==> config.mk <==
export PLATFORM = sky130hd
export DESIGN_NAME = mem_bus_arbiter
export DESIGN_NICKNAME = d
export VERILOG_FILES = /design/src/rtl/mem_bus_arbiter_pkg.sv /design/src/rtl/mem_bus_arbiter_prio_guard.sv /design/src/rtl/mem_bus_arbiter.sv
export SDC_FILE = /design/constraint.sdc
export NUM_CORES = 1
export LEC_CHECK = 0
export CAP_MARGIN = 10
export CELL_PAD_IN_SITES_DETAIL_PLACEMENT = 1
export CELL_PAD_IN_SITES_GLOBAL_PLACEMENT = 2
export CORE_MARGIN = 2
export CORE_UTILIZATION = 22
export DETAILED_ROUTE_END_ITERATION = 12
export PLACE_DENSITY = 0.87
export SYNTH_ARGS = -nofsm -noshare
export SYNTH_HDL_FRONTEND = slang
export SYNTH_SLANG_ARGS = --single-unit
==> constraint.sdc <==
create_clock -name clk -period 1.4 [get_ports clk]
set_clock_uncertainty 0.2 [all_clocks]
set_input_delay 0.28 -clock clk [delete_from_list [all_inputs] [get_ports clk]]
set_output_delay 0.28 -clock clk [all_outputs]
set_load 0.1 [all_outputs]
==> src/rtl/mem_bus_arbiter_pkg.sv <==
// Shared types for the two-master memory bus arbiter: FSM state, bus owner
// encoding and the default starvation limit.
package mem_bus_arbiter_pkg;

  typedef enum logic {
    IDLE = 1'b0,
    BUSY = 1'b1
  } arb_state_t;

  typedef enum logic {
    OWNER_B = 1'b0,
    OWNER_A = 1'b1
  } arb_owner_t;

  localparam int ARB_MAX_A_STREAK_DEFAULT = 4;
  localparam int ARB_STREAK_CNT_W         = 3;

endpackage

==> src/rtl/mem_bus_arbiter_prio_guard.sv <==
// Fixed-priority grant decision (A over B) with a saturating starvation
// counter that forces a B grant after MAX_A_STREAK back-to-back A grants.
module arb_fixed_prio_guard
  import mem_bus_arbiter_pkg::*;
#(
  parameter int MAX_A_STREAK = ARB_MAX_A_STREAK_DEFAULT
) (
  input  logic clk,
  input  logic rst_n,
  input  logic arb_en,
  input  logic a_req,
  input  logic b_req,
  output logic grant_a,
  output logic grant_b
);

  localparam logic [ARB_STREAK_CNT_W-1:0] STREAK_LIM = ARB_STREAK_CNT_W'(MAX_A_STREAK);

  if (MAX_A_STREAK < 1 || MAX_A_STREAK > 7) begin : g_bad_streak
    $error("MAX_A_STREAK must fit the 3-bit starvation counter");
  end

  logic [ARB_STREAK_CNT_W-1:0] starve_cnt;

  assign grant_a = arb_en && a_req && (!b_req || (starve_cnt < STREAK_LIM));
  assign grant_b = arb_en && b_req && !grant_a;

  // Only A grants that actually made B wait count toward the streak.
  always_ff @(posedge clk or negedge rst_n) begin
    if (!rst_n) begin
      starve_cnt <= '0;
    end else if (grant_a && b_req) begin
      if (starve_cnt < STREAK_LIM) starve_cnt <= starve_cnt + 1'b1;
    end else if (grant_a || grant_b) begin
      starve_cnt <= '0;
    end
  end

endmodule

==> src/rtl/mem_bus_arbiter.sv <==
// Two-master memory bus arbiter with request/grant/ack handshake toward the
// slave decoder. Define ARB_TIMEOUT_EN to add the slave response timeout.
module mem_bus_arbiter
  import mem_bus_arbiter_pkg::*;
#(
  parameter int ADDR_W         = 30,
  parameter int MAX_A_STREAK   = ARB_MAX_A_STREAK_DEFAULT,
  parameter int TIMEOUT_CYCLES = 255
) (
  input  logic              clk,
  input  logic              rst_n,
  input  logic              a_req,
  input  logic [ADDR_W-1:0] a_addr,
  input  logic              a_we,
  input  logic              a_mem_read,
  input  logic [3:0]        a_mask_byte,
  input  logic [31:0]       a_wdata,
  output logic              a_ack,
  output logic [31:0]       a_rdata,
  input  logic              b_req,
  input  logic [ADDR_W-1:0] b_addr,
  input  logic              b_we,
  input  logic              b_mem_read,
  input  logic [3:0]        b_mask_byte,
  input  logic [31:0]       b_wdata,
  output logic              b_ack,
  output logic [31:0]       b_rdata,
  output logic              s_valid,
  output logic [ADDR_W-1:0] s_addr,
  output logic              s_we,
  output logic              s_mem_read,
  output logic [3:0]        s_mask_byte,
  output logic [31:0]       s_wdata,
  input  logic              s_ready,
  input  logic [31:0]       s_rdata,
  output logic              owner,
  output logic              err
);

  if (TIMEOUT_CYCLES < 1 || TIMEOUT_CYCLES > 255) begin : g_bad_timeout
    $error("TIMEOUT_CYCLES must fit the 8-bit timeout counter");
  end

  arb_state_t state;
  arb_owner_t owner_q;
  logic       grant_a;
  logic       grant_b;
  logic       timeout_hit;

  assign owner = owner_q;

  arb_fixed_prio_guard #(
    .MAX_A_STREAK(MAX_A_STREAK)
  ) u_guard (
    .clk    (clk),
    .rst_n  (rst_n),
    .arb_en (state == IDLE),
    .a_req  (a_req),
    .b_req  (b_req),
    .grant_a(grant_a),
    .grant_b(grant_b)
  );

`ifdef ARB_TIMEOUT_EN
  logic [7:0] tmo_cnt;
  assign timeout_hit = !s_ready && (tmo_cnt == 8'(TIMEOUT_CYCLES - 1));
`else
  assign timeout_hit = 1'b0;
  assign err         = 1'b0;
`endif

  // NOTE: every register here uses <= so all of them see the same pre-edge
  // values; blocking writes would let later statements observe new state.
  always_ff @(posedge clk or negedge rst_n) begin
    if (!rst_n) begin
      state       <= IDLE;
      owner_q     <= OWNER_B;
      s_valid     <= 1'b0;
      s_addr      <= '0;
      s_we        <= 1'b0;
      s_mem_read  <= 1'b0;
      s_mask_byte <= '0;
      s_wdata     <= '0;
      a_ack       <= 1'b0;
      b_ack       <= 1'b0;
      a_rdata     <= '0;
      b_rdata     <= '0;
`ifdef ARB_TIMEOUT_EN
      tmo_cnt     <= '0;
      err         <= 1'b0;
`endif
    end else begin
      a_ack <= 1'b0;
      b_ack <= 1'b0;
`ifdef ARB_TIMEOUT_EN
      err   <= 1'b0;
`endif
      case (state)
        IDLE: begin
          if (grant_a || grant_b) begin
            s_addr      <= grant_a ? a_addr      : b_addr;
            s_we        <= grant_a ? a_we        : b_we;
            s_mem_read  <= grant_a ? a_mem_read  : b_mem_read;
            s_mask_byte <= grant_a ? a_mask_byte : b_mask_byte;
            s_wdata     <= grant_a ? a_wdata     : b_wdata;
            owner_q     <= grant_a ? OWNER_A     : OWNER_B;
            s_valid     <= 1'b1;
            state       <= BUSY;
`ifdef ARB_TIMEOUT_EN
            tmo_cnt     <= '0;
`endif
          end
        end
        BUSY: begin
          // s_* are left untouched here, which keeps them stable until done.
          if (s_ready || timeout_hit) begin
            if (owner_q == OWNER_A) begin
              a_rdata <= s_ready ? s_rdata : 32'h0;
              a_ack   <= 1'b1;
            end else begin
              b_rdata <= s_ready ? s_rdata : 32'h0;
              b_ack   <= 1'b1;
            end
            s_valid <= 1'b0;
            state   <= IDLE;
`ifdef ARB_TIMEOUT_EN
            err     <= timeout_hit;
          end else begin
            tmo_cnt <= tmo_cnt + 8'd1;
`endif
          end
        end
        default: state <= IDLE;
      endcase
    end
  end

endmodule

==> key figures <==
Outcome
  – Status: complete, but fails checks
  – Failing checks: negative setup slack

Logic synthesis
  – Post-synthesis cell type count: 27
  – Post-synthesis sequential area ratio: 54.84%
  – Synthesized instance count: 565
  – Post-Syn Area per Cell: 11.31 µm²
  – Syn. warnings: 0
  – Synth Register Bits: 140
  – Synthesized Nets: roughly 740
  – Cell Area, Synth: ~6400 µm²

Setup path
  – Worst path cell trace: buf_6, nand2b_4, clkbuf_16, o21ai_1, a31oi_1
  – Arrival time at the worst endpoint: approximately 1.8 ns
  – CP top delay family: flip-flops
  – Slowest cell on the critical path: dfrtp_2
  – WP data required: 1.49 ns
  – Endpoint class of the critical path: flip-flop
  – CP max FO: 11
  – Setup CP Type: reg -> reg
  – CP Launch Type: flip-flop
  – Buffers & Inverters on Critical Path: 2
  – Max incr delay on CP: 0.45 ns

Power
  – Power per cell area: about 3000 nW/µm²
  – Switching share of power: 52.60%
  – Worst VDD drop: around 1100 µV
  – Internal power: between 0.015 and 0.02 W
  – Sequential share of power: 19.7%
  – NetSw: 0.02199 W
  – Leakage power: 5.653 nW
  – Combinational share of power: 69.3%
  – Clock Power Share: 11.0%

Worst hold path
  – Worst hold path class: in -> async

Global route
  – GRT overflow: 0
  – GRT Total Usage: 19.97%
  – Largest net degree at the start of global routing: 38
  – Initial antenna violation count: 3
  – First-pass GRT wire length: 45,910 µm
  – Vias in the first global route: slightly above 7,000

Routing
  – Via Count: just under 7,000
  – 1st-pass router iterations: 5
  – Total Routed Length: 33,640 µm
  – Met3 WL: 1313 µm
  – M1 wire length: around 13,000 µm
  – ANT nets after route: 0
  – DR iter-0 viols: a little over 300
  – Routed WL per cell: about 25 µm
  – Highest Signal Layer: met4
  – Wire length on met2: 18,460 µm
  – Drc violations: 0
  – Vias per inst: 5.001

Cells and area
  – Fill cells: 2,831
  – Area Growth Syn to Fin: 120.7%
  – Post-route cell area: between 10,000 and 15,000 µm²
  – Non-filler cells, final: 1,356
  – Finished Core Util: 49.26%
  – # nets final: 1,130
  – Layout cells sized above 1: 53.56%

Placement
  – Port bufs: 308
  – Post-DP HPWL: 19,960 µm
  – Placed cell count: 1,234
  – Placer congestion estimate: 0.7566
  – Pre-CTS setup slack: -0.4902 ns
  – DP Area: 11,590 µm²

STA
  – Setup-failing EPs final: about 270
  – Hold_ws: 0.1302 ns
  – RSZ-0062 raised after global routing: true
  – Fin crit period: 1.691 ns
  – Final period util: 120.8%
  – Slew Limit Fails: 0
  – Final worst setup slack: -0.2912 ns
  – F_max: 591.3 MHz
  – Final Hold Viols: 0

Die
  – Initial Utilization: roughly 22%
  – Area of the die: 30,420 µm²
  – Core area: about 29,000 µm²
  – Chip Height: 174.4 µm
  – Placement row count: 62
  – Horiz. Die Dim: 174.4 µm
  – Top-level I/O count: 310

Clock tree
  – H-tree depth: 4
  – Total CTS buffers: 17
  – CTS Buffer Depth: 2
  – TritonCTS clock tree: done
  – Worst-path clk slew: 0.07 ns
  – Root buf cell: clkbuf_16
  – Sink Count: 140
  – Clk_lat worst skew: roughly 0.42 ns

Flow run
  – Max_cap viols: 0
-- what timing repair did --
action                                 4_1_cts  5_1_grt
buffers inserted                            31       30
resized for setup                          109      135
pin swaps                                    2       28
setup endpoints to repair                  272      272
endpoints found under the hold margin      140        0
gates cloned                                18       11
hold buffers                                 1        0
-- final timing paths --
kind                                        from               endpoint  slack [ns]  cells after the start
min in group clk                           a_req                  state        0.16                      3
max in group asynchronous                  rst_n            s_wdata[30]        0.36                      3
setup reg to reg                           state             s_addr[14]       -0.29                      5
setup / recovery                           state             s_addr[14]       -0.29                      5
hold reg to reg            u_guard.starve_cnt[1]  u_guard.starve_cnt[1]        0.32                      1
hold / removal                             rst_n            s_wdata[11]        0.13                      2
-- placed cells by master (no fill, tap or decap), types with 3 or more instances in the layout --
cell,n
clkdlybuf4s50_1,169
buf_12,159
dfrtp_2,73
o2111ai_1,68
dfrtp_1,66
buf_4,62
a31oi_1,53
mux2_2,49
nor2_1,43
o21ai_1,37
clkbuf_16,26
nor2_4,20
o21ai_2,20
mux2_4,16
buf_16,16
buf_6,11
a31oi_4,10
o21ai_4,10
buf_8,8
nor2_2,6
a31oi_2,5
inv_8,4
o21ai_0,4
clkinv_4,4
diode_2,3
inv_6,3
-- power by group through the flow --
stage | clock, W | sequential, W | combinational [W]
CTS | 0.00469 | 0.00812 | 0.0275
floorplan | 0 | 0.0202 | 0.00281
finish | 0.00461 | 0.00824 | 0.0290
detailed placement | 0 | 0.00822 | 0.0256
global route | 0.00485 | 0.00842 | 0.0296
global placement | 0 | 0.00803 | 0.0253
-- cell usage after synthesis, drive strengths merged --
master	n	area, µm²
a22o	1	8.760
o2111ai	68	595.6
dfrtp	140	3503
o21ba	1	16.27
and4bb	1	12.51
nand3	1	10.01
conb	1	3.750
nand3b	1	11.26
inv	5	18.77
ha	1	12.51
mux2	65	732.0
nor2	69	259.0
buf	41	277.8
o21ai	71	355.3
nand2b	1	13.76
a31oi	68	425.4
clkbuf	25	103.9
a21oi	1	5.000
o21bai	1	7.510
and2	1	8.760
nand2	2	7.510
-- stage by stage --
stage / setup TNS (ns) / power [W]
6_report: -41.18 / 0.04181
5_1_grt: -50.65 / 0.04289
4_1_cts: -43.26 / 0.04029
3_5_place_dp: -60.40 / 0.03384
3_3_place_gp: -56.13 / 0.03338
2_1_floorplan: -14.99 / 0.02300
-- area by class of cell --
| type | instances | area, µm² | share of cell area, % |
|---|---|---|---|
| clock buffers | 18 | 429.2 | 3.044 |
| well taps | 384 | 480.5 | 3.408 |
| diodes | 3 | 7.507 | 0.05324 |
| inverters | 5 | 26.28 | 0.1864 |
| repair buffers | 437 | 6277 | 44.52 |
| flip-flops and latches | 140 | 3598 | 25.52 |
| multi-input cells | 355 | 3124 | 22.16 |
| clock inverters | 14 | 156.4 | 1.109 |
-- cells by family after synthesis --
logic type	Yosys count	synth area share [%]
AO/OA/AOI/OAI	211	22.13
other	1	0.05870
buffers and inverters	71	6.267
AND/OR/NAND/NOR	76	5.053
multiplexers	65	11.46
adder cells (fa/ha/maj)	1	0.1958
flip-flops	140	54.84
-- flip-flops by register name, indices dropped and copies added, names as in the netlist --
name,flops
a_rdata,32
b_rdata,32
s_wdata,32
s_addr,30
s_mask_byte,4
u_guard.starve_cnt,3
a_ack,1
b_ack,1
owner,1
s_mem_read,1
s_valid,1
s_we,1
state,1
-- per-layer routing --
layer	GRT usage [%]	vias up
li1	-	2963
met1	22.45	3488
met2	36.44	256
met3	3.171	75
met4	10.05	0
met5	0	-
No activity file was read; power rests on OpenSTA's default activity.
